$ cat config.mk
export PLATFORM = sky130hd
export DESIGN_NAME = ioctl_sdram_loader
export DESIGN_NICKNAME = d
export VERILOG_FILES = /design/src/rtl/bocks_ioctl_pkg.sv /design/src/rtl/ioctl_word_fifo.sv /design/src/rtl/ioctl_sdram_loader.sv
export SDC_FILE = /design/constraint.sdc
export NUM_CORES = 1
export LEC_CHECK = 0
export BUFFER_PORTS_ARGS = -buffer_cell sky130_fd_sc_hd__buf_2
export CORE_MARGIN = 2
export CORE_UTILIZATION = 58
export CTS_CLUSTER_DIAMETER = 100
export DETAILED_ROUTE_END_ITERATION = 10
export MAX_ROUTING_LAYER = met4
export PLACE_DENSITY = 0.8
export SETUP_SLACK_MARGIN = 0.3
export SLEW_MARGIN = 10
export SYNTH_ARGS = -nofsm -noshare
export SYNTH_HDL_FRONTEND = slang
export SYNTH_SLANG_ARGS = --single-unit
$ cat constraint.sdc
create_clock -name clk_sys -period 4 [get_ports clk_sys]
set_input_delay 0.4 -clock clk_sys [delete_from_list [all_inputs] [get_ports clk_sys]]
set_output_delay 0.4 -clock clk_sys [all_outputs]
set_load 0.05 [all_outputs]
$ cat src/rtl/bocks_ioctl_pkg.sv
`default_nettype none
// ============================================================================
// Module      : bocks_ioctl_pkg
// Description : Shared types for the ioctl-to-SDRAM loader: FSM state encoding,
//               the default FIFO entry layout and a byte-lane helper.
// Revision    : 1.0 - initial release
// ============================================================================
package bocks_ioctl_pkg;

  localparam int unsigned ADDR_W_DEF     = 25;
  localparam int unsigned FIFO_DEPTH_DEF = 4;

  // Encoding is visible on the state output, so values are fixed.
  typedef enum logic [2:0] {
    ST_IDLE  = 3'd0,
    ST_LOAD  = 3'd1,
    ST_FLUSH = 3'd2,
    ST_DRAIN = 3'd3,
    ST_DONE  = 3'd4
  } ioctl_state_e;

  // Word write at the default address width.
  typedef struct packed {
    logic [ADDR_W_DEF-1:0] addr;
    logic [15:0]           data;
    logic [1:0]            be;
  } fifo_entry_t;

  // Byte enable for a single byte: even address -> low lane, odd -> high lane.
  function automatic logic [1:0] lane_be(input logic odd);
    return odd ? 2'b10 : 2'b01;
  endfunction

endpackage
`default_nettype wire

$ cat src/rtl/ioctl_word_fifo.sv
`default_nettype none
// ============================================================================
// Module      : ioctl_word_fifo
// Description : Small synchronous FIFO of packed word-write entries.
//               Simultaneous push and pop keeps the count unchanged.
// Revision    : 1.0 - initial release
// ============================================================================
module ioctl_word_fifo #(
  parameter int unsigned WIDTH = 43,
  parameter int unsigned DEPTH = 4
) (
  input  logic                     clk_i,
  input  logic                     rst_ni,
  input  logic                     push_i,
  input  logic [WIDTH-1:0]         wdata_i,
  input  logic                     pop_i,
  output logic [WIDTH-1:0]         rdata_o,
  output logic [$clog2(DEPTH):0]   count_o,
  output logic                     empty_o,
  output logic                     full_o
);

  localparam int unsigned PTR_W = $clog2(DEPTH);

  logic [WIDTH-1:0] mem_q [DEPTH];
  logic [PTR_W-1:0] wptr_q;
  logic [PTR_W-1:0] rptr_q;
  logic [PTR_W:0]   count_q;
  logic             w_do_push;
  logic             w_do_pop;

  assign empty_o   = (count_q == '0);
  assign full_o    = (count_q == (PTR_W+1)'(DEPTH));
  assign count_o   = count_q;
  assign rdata_o   = mem_q[rptr_q];
  assign w_do_pop  = pop_i && !empty_o;
  assign w_do_push = push_i && (!full_o || w_do_pop);

  // Storage array; contents are don't-care while the entry is not counted.
  always_ff @(posedge clk_i) begin
    if (w_do_push) mem_q[wptr_q] <= wdata_i;
  end

  // Pointer and occupancy tracking; depth is a power of two so pointers wrap.
  always_ff @(posedge clk_i or negedge rst_ni) begin
    if (!rst_ni) begin
      wptr_q  <= '0;
      rptr_q  <= '0;
      count_q <= '0;
    end else begin
      if (w_do_push) wptr_q <= wptr_q + 1'b1;
      if (w_do_pop)  rptr_q <= rptr_q + 1'b1;
      case ({w_do_push, w_do_pop})
        2'b10:   count_q <= count_q + 1'b1;
        2'b01:   count_q <= count_q - 1'b1;
        default: count_q <= count_q;
      endcase
    end
  end

endmodule
`default_nettype wire

$ cat src/rtl/ioctl_sdram_loader.sv
`default_nettype none
// ============================================================================
// Module      : ioctl_sdram_loader
// Description : Packs the HPS ioctl byte stream into 16-bit SDRAM word writes
//               with byte enables, buffers them and issues them over a
//               valid/ack channel, throttling the HPS with ioctl_wait.
//               Optional feature macro: IOCTL_CHECKSUM_EN (byte checksum).
// Revision    : 1.0 - initial release
// ============================================================================
module ioctl_sdram_loader
  import bocks_ioctl_pkg::*;
#(
  parameter int unsigned       ADDR_W      = ADDR_W_DEF,
  parameter logic [ADDR_W-1:0] BASE_ADDR   = '0,
  parameter logic [7:0]        INDEX_MATCH = 8'h00,
  parameter int unsigned       FIFO_DEPTH  = FIFO_DEPTH_DEF
) (
  input  logic              clk_sys,
  input  logic              reset_n,
  input  logic              ioctl_download,
  input  logic              ioctl_wr,
  input  logic [26:0]       ioctl_addr,
  input  logic [7:0]        ioctl_dout,
  input  logic [7:0]        ioctl_index,
  output logic              ioctl_wait,
  output logic              ch_req,
  output logic [ADDR_W-1:0] ch_addr,
  output logic [15:0]       ch_din,
  output logic [1:0]        ch_be,
  input  logic              ch_ack,
  output logic              done,
  output logic [2:0]        state,
  output logic [15:0]       checksum
);

  localparam int unsigned ENTRY_W = ADDR_W + 18;
  localparam int unsigned CNT_W   = $clog2(FIFO_DEPTH) + 1;

  typedef struct packed {
    logic [ADDR_W-1:0] addr;
    logic [15:0]       data;
    logic [1:0]        be;
  } entry_t;

  ioctl_state_e      state_q, state_d;
  logic [ADDR_W-1:0] pend_addr_q, pend_addr_d;
  logic [15:0]       pend_data_q, pend_data_d;
  logic [1:0]        pend_be_q, pend_be_d;

  logic              w_push;
  entry_t            w_push_entry;
  entry_t            w_head;
  logic [CNT_W-1:0]  w_count;
  logic              w_empty;
  logic              w_fifo_full_unused;

  logic              w_accept;
  logic [ADDR_W-1:0] w_word_addr;
  logic              w_lane;
  logic              w_evict;
  logic              w_fresh;
  logic [15:0]       w_base_data;
  logic [1:0]        w_base_be;
  logic [15:0]       w_new_data;
  logic [1:0]        w_new_be;

  // Address bits above ADDR_W carry no meaning for this SDRAM.
  if (ADDR_W < 27) begin : g_addr_hi
    logic w_addr_hi_unused;
    assign w_addr_hi_unused = ^ioctl_addr[26:ADDR_W];
  end

  assign ioctl_wait = (w_count >= CNT_W'(FIFO_DEPTH - 1)) ||
                      (state_q == ST_FLUSH) || (state_q == ST_DRAIN) ||
                      (state_q == ST_DONE);
  assign w_accept   = (state_q == ST_LOAD) && ioctl_wr && ioctl_download && !ioctl_wait;

  // Byte merge: a new word address evicts the pending partial word first.
  assign w_word_addr = BASE_ADDR + {ioctl_addr[ADDR_W-1:1], 1'b0};
  assign w_lane      = ioctl_addr[0];
  assign w_evict     = (pend_be_q != 2'b00) && (w_word_addr != pend_addr_q);
  assign w_fresh     = (pend_be_q == 2'b00) || w_evict;
  assign w_base_data = w_fresh ? 16'h0000 : pend_data_q;
  assign w_base_be   = w_fresh ? 2'b00 : pend_be_q;
  assign w_new_data  = w_lane ? {ioctl_dout, w_base_data[7:0]} : {w_base_data[15:8], ioctl_dout};
  assign w_new_be    = w_base_be | lane_be(w_lane);

  // Next-state, pending-word update and FIFO push selection.
  always_comb begin
    state_d      = state_q;
    pend_addr_d  = pend_addr_q;
    pend_data_d  = pend_data_q;
    pend_be_d    = pend_be_q;
    w_push       = 1'b0;
    w_push_entry = '{addr: pend_addr_q, data: pend_data_q, be: pend_be_q};
    case (state_q)
      ST_IDLE: begin
        if (ioctl_download && (ioctl_index == INDEX_MATCH)) state_d = ST_LOAD;
      end
      ST_LOAD: begin
        if (!ioctl_download) begin
          state_d = ST_FLUSH;
        end else if (w_accept) begin
          // Eviction leaves a single-lane word, so at most one push per cycle.
          if (w_evict) w_push = 1'b1;
          if (w_new_be == 2'b11) begin
            w_push       = 1'b1;
            w_push_entry = '{addr: w_word_addr, data: w_new_data, be: w_new_be};
            pend_be_d    = 2'b00;
            pend_data_d  = 16'h0000;
          end else begin
            pend_addr_d = w_word_addr;
            pend_data_d = w_new_data;
            pend_be_d   = w_new_be;
          end
        end
      end
      ST_FLUSH: begin
        state_d = ST_DRAIN;
        if (pend_be_q != 2'b00) begin
          w_push      = 1'b1;
          pend_be_d   = 2'b00;
          pend_data_d = 16'h0000;
        end
      end
      ST_DRAIN: begin
        if (w_empty) state_d = ST_DONE;
      end
      ST_DONE:  state_d = ST_IDLE;
      default:  state_d = ST_IDLE;
    endcase
  end

  // State and pending-word registers.
  always_ff @(posedge clk_sys or negedge reset_n) begin
    if (!reset_n) begin
      state_q     <= ST_IDLE;
      pend_addr_q <= '0;
      pend_data_q <= '0;
      pend_be_q   <= '0;
    end else begin
      state_q     <= state_d;
      pend_addr_q <= pend_addr_d;
      pend_data_q <= pend_data_d;
      pend_be_q   <= pend_be_d;
    end
  end

  ioctl_word_fifo #(
    .WIDTH (ENTRY_W),
    .DEPTH (FIFO_DEPTH)
  ) u_fifo (
    .clk_i   (clk_sys),
    .rst_ni  (reset_n),
    .push_i  (w_push),
    .wdata_i (w_push_entry),
    .pop_i   (ch_ack),
    .rdata_o (w_head),
    .count_o (w_count),
    .empty_o (w_empty),
    .full_o  (w_fifo_full_unused)
  );

  // Head is masked while empty so the channel idles at zero.
  assign ch_req  = !w_empty;
  assign ch_addr = w_empty ? '0 : w_head.addr;
  assign ch_din  = w_empty ? '0 : w_head.data;
  assign ch_be   = w_empty ? '0 : w_head.be;
  assign done    = (state_q == ST_DONE);
  assign state   = state_q;

`ifdef IOCTL_CHECKSUM_EN
  logic [15:0] csum_q;

  // Running sum of accepted bytes, restarted when a download begins.
  always_ff @(posedge clk_sys or negedge reset_n) begin
    if (!reset_n) begin
      csum_q <= '0;
    end else if ((state_q == ST_IDLE) && (state_d == ST_LOAD)) begin
      csum_q <= '0;
    end else if (w_accept) begin
      csum_q <= csum_q + {8'h00, ioctl_dout};
    end
  end

  assign checksum = csum_q;
`else
  assign checksum = 16'h0000;
`endif

endmodule
`default_nettype wire

Word-level counts from Yosys, hierarchy flattened --
Memory sizes are Yosys's and may differ from the RTL's. Index checks and enable logic that the tools add are counted.
Word-level totals: bits in registers 52, bits in latches 0, memory bits (writable) 172, memory bits (read-only) 0, input bits 48, output and inout port bits 65, memories 1
Memories:
- u_fifo.mem_q | words 4, width 43, read ports 1, clocked after Yosys merged registers in 0, wr ports 1, RTL line ioctl_word_fifo.sv:25 | logic [WIDTH-1:0] mem_q [DEPTH];
Cells by class: $add $sub $neg 4, multiply operators 0, divide/modulo/power cells 0, order comparisons 1, equal/unequal tests 15, shifts and indexed selects 0, multiplexer cells 34, bitwise logic cells 2, reduce and logical (&&, ||, !) cells 25
Operator list (number):
- 43-bit two-way mux | 4
- 16-bit two-way mux | 7
- 16-bit one-hot mux with 2 select lines | 1
- 25-bit two-way mux | 1
- 24-bit inequality test | 1
- 2-bit two-way mux | 7
- 3-bit one-hot mux with 4 select lines | 1
- 3-bit two-way mux | 3
- 8-bit logical NOT | 1
- 2-bit inequality test, second input constant | 4
- 4-bit AND reduction | 2
- 1-bit logical AND | 7
- 1-bit two-way mux | 7
- 3-bit by 2-bit == test with 1-bit output, second input constant | 2
- 3-bit == test, second input constant | 2
- 3-bit logical NOT | 2
- 3-bit one-hot mux with 2 select lines | 1
- 2-bit nonzero test | 3
- 1-bit logical OR | 5
- 2-bit by 1-bit adder with 2-bit output, second input constant | 2
- 2-bit == test, second input constant | 2
- 2-bit by 1-bit inequality test with 1-bit output, second input constant | 2
- 2-bit one-hot mux with 2 select lines | 1
- 3-bit by 1-bit adder with 3-bit output, second input constant | 1
- other kinds (10) | 12

Depth between registers and ports, before layout --
Gate-level depths: netlist of the first run.
depth in word-level cells 13, depth in mapped cells 12, gate-level depth less buffers 11

Hierarchy --
From an unflattened synthesis of the first run, not the netlist that was laid out.
Unflattened totals: cells, all modules 556, area total of the unflattened synthesis 9616.7 sq um
By module, submodules not included:
- ioctl_word_fifo | instances 1, cells each 263, area each 6627.6 sq um
- ioctl_sdram_loader | instances 1, cells each 293, area each 2989.1 sq um

Worst setup path before layout of the first run --
Ideal clock, no wire load.
path type register to register, from register state_q[1] (netlist: state[1]), to memory u_fifo.mem_q[0][0] (enable), library setup time 0.404 ns, arrival 2.905 ns, required time 3.596 ns, slack 0.691 ns, cell stages (with the launch flop) 8, path buffers 1, period minus slack after synthesis 3.309 ns, cells stage by stage dfrtp_1 -> nor3b_1 -> a41oi_1 -> or2_0 -> clkbuf_1 -> a21o_2 -> a21oi_2 -> and2_1
Between the ends: longest elaborated chain between the ends 12, elaborated cells on any way between the ends 17, classes of those cells 4 x eq/ne; 5 x mux; 8 x reduce/logical
Ends and longest elaborated chain:
- start, declared | RTL line ioctl_sdram_loader.sv:45 | ioctl_state_e state_q, state_d;
- start signal, assigned | RTL line ioctl_sdram_loader.sv:142 | state_q <= state_d;
- 3-bit by 2-bit == test with 1-bit output | RTL line ioctl_sdram_loader.sv:74, ioctl_sdram_loader.sv:96
- 1-bit logical OR | RTL line ioctl_sdram_loader.sv:73 | assign ioctl_wait = (w_count >= CNT_W'(FIFO_DEPTH - 1)) ||
- 1-bit logical OR (2 in series) | RTL line ioctl_sdram_loader.sv:74 | (state_q == ST_FLUSH) || (state_q == ST_DRAIN) ||
- 1-bit logical NOT | RTL line ioctl_sdram_loader.sv:76 | assign w_accept = (state_q == ST_LOAD) && ioctl_wr && ioctl_download && !ioctl_wait;
- 1-bit logical AND | RTL line ioctl_sdram_loader.sv:76
- 1-bit two-way mux | RTL line ioctl_sdram_loader.sv:103 | end else if (w_accept) begin
- 1-bit two-way mux | RTL line ioctl_sdram_loader.sv:101 | if (!ioctl_download) begin
- 1-bit one-hot mux with 2 select lines (*) | RTL line ioctl_sdram_loader.sv:96 | case (state_q)
- 1-bit logical AND (*) | RTL line ioctl_word_fifo.sv:37 | assign w_do_push = push_i && (!full_o || w_do_pop);
- 1-bit two-way mux (*) | RTL line ioctl_word_fifo.sv:41 | if (w_do_push) mem_q[wptr_q] <= wdata_i;
- 1-bit two-way mux (implied by the code) (*) | RTL line ioctl_word_fifo.sv:41
- end, declared | RTL line ioctl_word_fifo.sv:25
Mark *: on every way between the ends. The rest lies on a longest branch, timed or not.

Worst setup path after layout of the first run --
from register pend_addr_q[17], to register u_fifo.count_q[1] (netlist: u_fifo.count_o[1])
Between the ends: longest elaborated chain between the ends 13, elaborated cells on any way between the ends 16, classes of those cells 4 x eq/ne; 7 x mux; 1 x bitwise; 4 x reduce/logical
Ends and longest elaborated chain:
- start, declared | RTL line ioctl_sdram_loader.sv:46 | logic [ADDR_W-1:0] pend_addr_q, pend_addr_d;
- start signal, assigned | RTL line ioctl_sdram_loader.sv:143 | pend_addr_q <= pend_addr_d;
- 24-bit inequality test (*) | RTL line ioctl_sdram_loader.sv:81 | assign w_evict = (pend_be_q != 2'b00) && (w_word_addr != pend_addr_q);
- 1-bit logical AND (*) | RTL line ioctl_sdram_loader.sv:81
- 1-bit logical OR | RTL line ioctl_sdram_loader.sv:82 | assign w_fresh = (pend_be_q == 2'b00) || w_evict;
- 2-bit two-way mux | RTL line ioctl_sdram_loader.sv:84 | assign w_base_be = w_fresh ? 2'b00 : pend_be_q;
- 2-bit bitwise OR | RTL line ioctl_sdram_loader.sv:86 | assign w_new_be = w_base_be | lane_be(w_lane);
- 2-bit == test | RTL line ioctl_sdram_loader.sv:106 | if (w_new_be == 2'b11) begin
- 1-bit two-way mux (*) | RTL line ioctl_sdram_loader.sv:106
- 1-bit two-way mux (*) | RTL line ioctl_sdram_loader.sv:103
- 1-bit two-way mux (*) | RTL line ioctl_sdram_loader.sv:101
- 1-bit one-hot mux with 2 select lines (*) | RTL line ioctl_sdram_loader.sv:96
- 1-bit logical AND (*) | RTL line ioctl_word_fifo.sv:37
- 2-bit by 1-bit == test with 1-bit output / 2-bit == test (equally long branches) | RTL line ioctl_word_fifo.sv:53 | case ({w_do_push, w_do_pop})
- 3-bit one-hot mux with 2 select lines / 2-bit nonzero test (equally long branches)
- end signal, assigned | RTL line ioctl_word_fifo.sv:54 | 2'b10: count_q <= count_q + 1'b1;
- end signal, assigned | RTL line ioctl_word_fifo.sv:55 | 2'b01: count_q <= count_q - 1'b1;
- end signal, assigned | RTL line ioctl_word_fifo.sv:56 | default: count_q <= count_q;
- end, declared | RTL line ioctl_word_fifo.sv:28 | logic [PTR_W:0] count_q;
Marked as above. A chain may end at the register's enable or synchronous reset.

==> flow_summary.yaml, run 1 <==
clock_tree:
  postCtsHoldBufs: 0
  cts-resized-gates: 0
  clock_latency_ps: 490
  clockBufferDepth: 3
  tritoncts: "done"
  clk_pin_slew_ps: 60
  clkSinkCount: 220
  ctsRootBufferMaster: "clkbuf_16"
  cts_setup_buffers: 0
  numCtsBuffers: 21
  htreeDepth: 1
floorplanning:
  rows: 46
  die_h_um: 131
  ios: 113
  dieArea_um2: 17200
  start_util_pct: 59.3
  die_w_um: 131
  core-area_um2: 15800
sta:
  setup_viol: 0
  rsz0062_at_grt: "no"
  worst_slack_ps: 574
  relSlewSlack_pct: 22.9
  period_minus_slack_ps: 3430
  finClkSkew_ps: 13.8
  final.setup.tns_ps: 0
  maxSlewViolCount: 0
  hold_viol_final: 0
  fin_crit_sh_pct: 85.6
  worstMarginPinSlew_ps: 1160
  fmax_mhz: 292
global_routing:
  grt_usage_pct: 21.7
  grt_max_degree: 53
  grt_pass1_vias: 5186
  overflow: 0
  antenna_found_initial: 1
  grt_pass1_wl_mm: 28.6
logic_synthesis:
  yosys_most_used_dff: "edfxtp_1"
  synth-edff-count: 168
  async_flop_share_pct: 23.6
  synth_area_leaders: "edfxtp_1 54%, dfrtp_1 14%, mux4_2 10%"
  synth-seq-area-share_pct: 67.6
  syn_inst: 544
  yosysTopAreaCellShare_pct: 53.8
  yosys.area.top_type: "edfxtp_1"
  synth.distinct_cells: 52
  yosys_warnings: 0
  synth.avg_cell_area_um2: 17.2
  syn_area_um2: 9380
  yosys_register_bits: 220
route:
  detail_route.vias_per_cell: 5.81
  routedWlPerCell_um: 20.8
  vias: 4987
  drc_errors: 0
  first_pass_iters: 5
  drt-initial-drc-count: 328
  drtAntennaViolNets: 0
  drt_wl_total_mm: 17.9
critical_path:
  slowest_delay_ps: 660
  worstSetupPathType: "reg -> reg"
  start_kind: "flip-flop"
  path_cells: "xnor2_1, nand4_1, nor4_1, a21oi_1, nor2_1, fa_1, nand2_1, nor2_1, a221oi_1, nor2_1, a211o_1"
  cp_common_cell: "nor2_1"
  worst_setup_path_end_kind: "flip-flop"
  timing.rr.start: "pend_addr_q[17]$_DFFE_PN0P_"
  critPathLaunch: "pend_addr_q[17]$_DFFE_PN0P_"
  crit_slowest_cell: "nor4_1"
  required_ps: 4360
  regToRegSetupSlack_ps: 570
  cp_max_fo: 6
  r2r_cells: 11
  arrival_ps: 3790
run:
  cap_violations: 0
placement:
  routabilityCongestion: 0.810
  place_area_um2: 9990
  dp_worst_setup_slack_ps: 602
  dp_hpwl_mm: 11.1
  portBuffers: 93
  placed_cells: 820
layout:
  final_cells: 858
  post-route-cell-area_um2: 10800
  nets: 680
  syn2layout_area_growth_pct: 15.2
  drive_above_1_share_pct: 37.3
power_and_ir_drop:
  power_leakage_nw: 4.04
  ir_worst_vdd_uv: 563
  power_density_nw_per_um2: 836
hold_path:
  hold_class: "in -> async"
outcome:
  status: "completed"
==> cell type report <==
cell class	count	area, um2
inverter	7	26.3
antenna	1	2.50
sequential	220	6350
timing repair buffer	103	578
tap	216	270
clock buffer	25	551
clock inverter	12	263
fill	995	5020
multi-input combinational	274	2770
==> power by group <==
part           internal, mW  total (mW)  leakage [nW]  switching (mW)
sequential             2.99        3.41          2.20           0.416
combinational          1.19        3.33          1.45            2.14
clock                  1.50        2.30         0.396           0.800
==> sequential cells by signal (all words and copies together), names as in the netlist <==
name,count
u_fifo.mem_q,168
pend_addr_q,24
pend_data_q,16
state,3
u_fifo.count_o,3
pend_be_q,2
u_fifo.rptr_q,2
u_fifo.wptr_q,2
==> layout by cell type (no fill, tap or decap), types with 8 or more instances in the layout <==
cell type	count
a22o_1	16
nor2_1	11
edfxtp_1	168
dfrtp_1	50
conb_1	17
and2_1	42
mux2_2	41
buf_2	93
nand4_1	8
xnor2_1	27
clkbuf_16	21
mux4_2	42
bufinv_16	8
==> critical path: cells and delay by family, from the launching register on <==
| family | cells | cell delay (ps) |
|---|---|---|
| simple gates | 6 | 1320 |
| compound gates | 3 | 750 |
| xor+xnor | 1 | 300 |
| fa+ha+maj | 1 | 500 |
| flops | 1 | 430 |
==> worst paths after layout <==
| path | end |
|---|---|
| max | u_fifo.count_o[1]$_DFFE_PN0P_ |
| min | pend_addr_q[7]$_DFFE_PN0P_ |
| max reg2reg | u_fifo.count_o[1]$_DFFE_PN0P_ |
| min reg2reg | pend_data_q[6]$_DFFE_PN0P_ |
| max in group asynchronous | u_fifo.rptr_q[1]$_DFFE_PN0P_ |
| min in group clk_sys | pend_addr_q[20]$_DFFE_PN0P_ |
==> logic make-up (layout without fill, tap and decap cells) <==
| kind of cell | count (synthesis) | in the layout | synth area share [%] |
|---|---|---|---|
| flops | 220 | 220 | 67.6 |
| xor+xnor | 27 | 27 | 2.52 |
| simple gates | 99 | 99 | 6.69 |
| other cells | 1 | 18 | 0.0400 |
| buf+inv | 66 | 147 | 3.53 |
| fa+ha+maj | 5 | 5 | 0.747 |
| mux | 84 | 84 | 15.1 |
| compound gates | 42 | 42 | 3.72 |
==> cell usage after synthesis (2+ instances only) <==
cell        n
edfxtp_1  168
dfrtp_1    52
and2_1     46
mux4_2     42
mux2_2     41
clkbuf_1   36
xnor2_1    27
buf_4      17
a22o_1     16
nor2_1     11
nand4_1     8
a21oi_1     6
inv_1       6
nand2_1     5
buf_2       4
ha_1        4
nor3b_1     4
nor4_1      4
nand3_1     3
nor3_1      3
o21ai_0     3
a211oi_1    2
a211oi_2    2
a21o_1      2
a21oi_2     2
a221oi_1    2
buf_6       2
nor2b_1     2
==> layer usage <==
layer / part of all wire [%] / track usage (%) / vias to the layer above
li1: - / - / 2206
met1: 42 / 29.0 / 2563
met2: 51 / 36.0 / 192
met3: 5.6 / 2.97 / 26
met4: 1.8 / 5.50 / 0
met5: 0 / - / -
==> metrics by stage <==
| stage | power (mW) | hold WS [ps] | util [%] |
|---|---|---|---|
| 2_1_floorplan | 6.04 | 104 | - |
| 3_3_place_gp | 6.67 | 479 | 63.1 |
| 3_5_place_dp | 6.79 | 482 | 63.1 |
| 4_1_cts | 9.09 | 79.3 | 68.3 |
| 5_1_grt | 9.41 | 100 | 68.3 |
| 6_report | 9.04 | 40.1 | 68.3 |
(Power assumes the default switching activity.)
==> run 2, diff against run 1 <==
MAX_ROUTING_LAYER = not set   (was met4)
SKIP_CTS_REPAIR_TIMING = 1   (was not set)
==> run 2 against run 1 <==
Against the previous run:
- first-iteration DRC count is 0.61% higher
- die area stayed put
- fmax is 0.46% higher
- sequential cell count stayed put
- global-route usage is 0.64 points lower
- design area stayed put
- critical path type unchanged
- critical endpoint unchanged
- largest cell class unchanged
- highest routed layer unchanged
==> flow_summary.yaml, run 2 (synthesis results as in run 1) <==
global_routing:
  grt_max_degree: 53
  busiest_layer: "met2"
  grt_pass1_wl_mm: 28.6
  overflow: 0
  grt_usage_pct: 21.0
  grt_pass1_vias: 5169
  use_met2_pct: 35.8
  use_met1_pct: 29.1
  antenna_found_initial: 1
  grt_use_met3_pct: 2.97
power_and_ir_drop:
  ir_worst_vdd_uv: 563
  power_density_nw_per_um2: 836
  power_leakage_nw: 4.04
placement:
  place_area_um2: 9990
  portBuffers: 93
  dp_hpwl_mm: 11.1
  routabilityCongestion: 0.798
critical_path:
  arrival_ps: 3770
  r2r_cells: 11
  worst_setup_path_end_kind: "flip-flop"
  regToRegSetupSlack_ps: 590
  cp_max_fo: 6
  required_ps: 4360
  start_kind: "flip-flop"
  reg2reg_to: "u_fifo.count_o[1]$_DFFE_PN0P_"
  timing.rr.start: "pend_addr_q[17]$_DFFE_PN0P_"
  worstSetupPathType: "reg -> reg"
clock_tree:
  clkSinkCount: 220
  ctsRootBufferMaster: "clkbuf_16"
  tritoncts: "done"
  clock_latency_ps: 480
  clockBufferDepth: 3
  htreeDepth: 1
  numCtsBuffers: 21
  clk_pin_slew_ps: 60
sta:
  hold_viol_final: 0
  setup_viol: 0
  fmax_mhz: 293
  relSlewSlack_pct: 23.0
  final.setup.tns_ps: 0
  period_minus_slack_ps: 3410
  maxSlewViolCount: 0
  fin_crit_sh_pct: 85.3
  rsz0062_at_grt: "no"
  worstMarginPinSlew_ps: 1160
  finClkSkew_ps: 12.7
route:
  vias: 4969
  drt_wl_total_mm: 17.9
  detail_route.vias_per_cell: 5.79
  drc_errors: 0
  drtAntennaViolNets: 0
  routedWlPerCell_um: 20.8
  drt-initial-drc-count: 330
  first_pass_iters: 5
floorplanning:
  core-area_um2: 15800
  dieArea_um2: 17200
  ios: 113
  die_w_um: 131
  rows: 46
  die_h_um: 131
  start_util_pct: 59.3
layout:
  regArea_um2: 6350
  drive_above_1_share_pct: 37.3
  nets: 680
  largestRegisters: "u_fifo.mem_q x168, pend_addr_q x24, pend_data_q x16"
  final_common_cell: "edfxtp_1"
  multi_input_area_um2: 2770
  regMostFlops: "u_fifo.mem_q"
  post-route-cell-area_um2: 10800
  fill_cells: 995
  largest_reg_flops: 168
  layout_common_cells: "168 x edfxtp_1, 93 x buf_2, 50 x dfrtp_1"
  syn2layout_area_growth_pct: 15.2
hold_path:
  hold_class: "in -> async"
outcome:
  status: "completed"
run:
  cap_violations: 0
[run 2: cell counts in the layout (fill, tap and decap cells not counted)]
Identical to the previous run, type by type.
[run 2: worst max-delay path, stage by stage, from the launching register on]
cell and delay, ps:
dfrtp_1 430, xnor2_1 290, nand4_1 210, nor4_1 660, a21oi_1 290, nor2_1 230, fa_1 500, nand2_1 100
nor2_1 50, a221oi_1 230, nor2_1 70, a211o_1 230
[run 2: per-layer routing]
| layer | vias up | wire length [um] |
|---|---|---|
| met5 | - | 0 |
| met4 | 0 | 333 |
| met3 | 25 | 1170 |
| met2 | 195 | 9050 |
| met1 | 2532 | 7330 |
| li1 | 2217 | - |
[run 2: final cells by class]
| cell class | count | area share [%] |
|---|---|---|
| Antenna cell | 1 | 0.0232 |
| Clock inverter | 12 | 2.43 |
| Multi-Input combinational cell | 274 | 25.6 |
| Sequential cell | 220 | 58.7 |
| Inverter | 7 | 0.243 |
| Timing Repair Buffer | 103 | 5.35 |
| Clock buffer | 25 | 5.09 |
| Tap cell | 216 | 2.50 |
[run 2: per-stage QoR]
stage / utilization (%) / setup WS [ps] / instances / hold slack [ps] / total power [mW]
after floorplan: - / 691 / 560 / 104 / 6.04
after global placement: 63.1 / 821 / 820 / 479 / 6.67
after detailed placement: 63.1 / 602 / 820 / 482 / 6.79
after CTS: 68.3 / 649 / 857 / 79.3 / 9.09
after global routing: 68.3 / 393 / 858 / 100 / 9.41
final: 68.3 / 590 / 858 / 55.6 / 9.04
[run 2: worst max-delay path by stage]
stage                                            from                            end  depth (start not counted)
after global placement                  ioctl_addr[2]  u_fifo.count_o[1]$_DFFE_PN0P_                         12
after CTS                 pend_addr_q[17]$_DFFE_PN0P_  u_fifo.count_o[1]$_DFFE_PN0P_                         11
after detailed placement               ioctl_addr[17]  u_fifo.count_o[1]$_DFFE_PN0P_                         12
final                     pend_addr_q[17]$_DFFE_PN0P_  u_fifo.count_o[1]$_DFFE_PN0P_                         11
after global routing      pend_addr_q[17]$_DFFE_PN0P_  u_fifo.count_o[1]$_DFFE_PN0P_                         11
after floorplan                  state[1]$_DFFE_PN0P_   u_fifo.mem_q[0][0]$_DFFE_PP_                          7
[run 2: report_power, final]
group          leakage, nW  internal (mW)  switching [mW]
clock                0.396           1.50           0.802
sequential            2.20           2.99           0.418
combinational         1.45           1.19            2.13
total                 4.04           5.68            3.35
==> run 3, diff against run 2 <==
CELL_PAD_IN_SITES_DETAIL_PLACEMENT = 0   (was not set)
CELL_PAD_IN_SITES_GLOBAL_PLACEMENT = 1   (was not set)
CORE_UTILIZATION = 49   (was 58)
PLACE_DENSITY = not set   (was 0.8)
PLACE_DENSITY_LB_ADDON = 0.1   (was not set)
==> run 3 against run 2 <==
Against the previous run:
- hold slack gained 90 ps
- global-route usage down 2.4 points
- fmax up 5.7%
- largest power group is now combinational logic
- sequential power is 2% lower
- combinational power grew 2%
- critical endpoint unchanged
==> flow_summary.yaml, run 3 (synthesis results as in run 1) <==
layout:
  drive_above_1_share_pct: 36.7
  syn2layout_area_growth_pct: 14.6
  final_common_cell: "edfxtp_1"
  regMostFlops: "u_fifo.mem_q"
  largestRegisters: "u_fifo.mem_q x168, pend_addr_q x24, pend_data_q x16"
  post-route-cell-area_um2: 10700
  antenna_cells: 0
  nets: 685
  largest_reg_flops: 168
  layout_common_cells: "168 x edfxtp_1, 93 x buf_2, 50 x dfrtp_1"
global_routing:
  grt_pass1_wl_mm: 28.6
  grt_pass1_vias: 5103
  grt_max_degree: 46
  grt_usage_pct: 18.6
  antenna_found_initial: 0
  overflow: 0
floorplanning:
  rows: 50
  die_w_um: 142
  die_h_um: 142
  dieArea_um2: 20300
  ios: 113
  core-area_um2: 18800
  start_util_pct: 50.0
sta:
  maxSlewViolCount: 0
  rsz0062_at_grt: "no"
  worstMarginPinSlew_ps: 757
  hold_viol_final: 0
  period_minus_slack_ps: 3230
  fin_crit_sh_pct: 80.6
  finClkSkew_ps: 16.4
  setup_viol: 0
  fmax_mhz: 310
  final.setup.tns_ps: 0
  hold_slack_ps: 145
  relSlewSlack_pct: 49.4
route:
  routedWlPerCell_um: 20.9
  vias: 4910
  drc_errors: 0
  drt-initial-drc-count: 269
  detail_route.vias_per_cell: 5.56
  first_pass_iters: 4
  drtAntennaViolNets: 0
  drt_wl_total_mm: 18.4
power_and_ir_drop:
  ir_worst_vdd_uv: 518
  total_power_mw: 8.70
  power_leakage_nw: 4.00
  power_density_nw_per_um2: 809
critical_path:
  worst-path-buf-inv: 0
  slowest_delay_ps: 600
  required_ps: 4390
  cp_top_family: "simple AND/OR/NAND/NOR gates"
  arrival_ps: 3620
  start_kind: "flip-flop"
  cp_max_fo: 6
  worst_setup_path_end_kind: "flip-flop"
  cp_common_cell: "nor2_1"
  worstSetupPathType: "reg -> reg"
  crit_slowest_cell: "nor4_4"
  path_cells: "xnor2_1, nand4_1, nor4_4, a21oi_1, nor2_1, fa_1, nand2_1, nor2_1, a221oi_1, nor2_1, a211o_1"
clock_tree:
  tritoncts: "done"
  clkSinkCount: 220
  ctsRootBufferMaster: "clkbuf_16"
  clk_pin_slew_ps: 60
  clock_latency_ps: 510
  numCtsBuffers: 23
  clockBufferDepth: 3
  htreeDepth: 1
placement:
  portBuffers: 93
  routabilityCongestion: 0.794
  dp_hpwl_mm: 11.4
  place_area_um2: 10000
outcome:
  status: "completed"
run:
  cap_violations: 0
hold_path:
  hold_class: "in -> reg"
==> run 3: stage by stage <==
step                      cells  setup slack (ps)  util, %
after CTS                   882               775     57.2
final                       883               774     57.3
after detailed placement    840               702     53.5
after global routing        883               560     57.3
after floorplan             560               691        -
after global placement      840               715     53.5
==> run 3: layout make-up <==
type	instances	area, um2
clock buffers	33	623
clock inverters	9	72.6
fillers	1489	8020
inverters	7	26.3
multi-input cells	274	2770
flip-flops and latches	220	6350
well taps	234	293
repair buffers	106	616
==> run 3: path summary, 6_finish.rpt <==
kind	startpoint	end	slack (ps)	cells past startpoint
worst min register to register	pend_data_q[14]$_DFFE_PN0P_	pend_data_q[14]$_DFFE_PN0P_	500	1
min in group asynchronous	reset_n	pend_be_q[1]$_DFFE_PN0P_	400	2
worst min-delay path	ioctl_addr[10]	pend_addr_q[10]$_DFFE_PN0P_	150	2
worst max register to register	pend_addr_q[2]$_DFFE_PN0P_	u_fifo.count_o[1]$_DFFE_PN0P_	770	11
max in group asynchronous	reset_n	u_fifo.rptr_q[1]$_DFFE_PN0P_	2710	3
worst max-delay path	pend_addr_q[2]$_DFFE_PN0P_	u_fifo.count_o[1]$_DFFE_PN0P_	770	11
==> run 3: layer usage <==
layer / share of wire (%) / global-route usage, % / vias to the layer above / routed length (um)
met5: 0 / 0 / - / 0
li1: - / - / 2223 / -
met2: 49 / 31.5 / 137 / 9090
met4: 1.3 / 4.17 / 0 / 246
met1: 45 / 25.9 / 2526 / 8220
met3: 4.7 / 2.96 / 24 / 859
==> run 3: report_power, final <==
group	switching, mW	internal [mW]	leakage (nW)	total [mW]
clock	0.828	1.15	0.336	1.98
sequential	0.343	3.00	2.20	3.34
combinational	2.19	1.19	1.46	3.39
==> run 3: worst register-to-register path, stage by stage (launching register included) <==
cell,delay (ps)
dfrtp_1,440
xnor2_1,230
nand4_1,210
nor4_4,600
a21oi_1,260
nor2_1,230
fa_1,490
nand2_1,100
nor2_1,40
a221oi_1,210
nor2_1,60
a211o_1,230
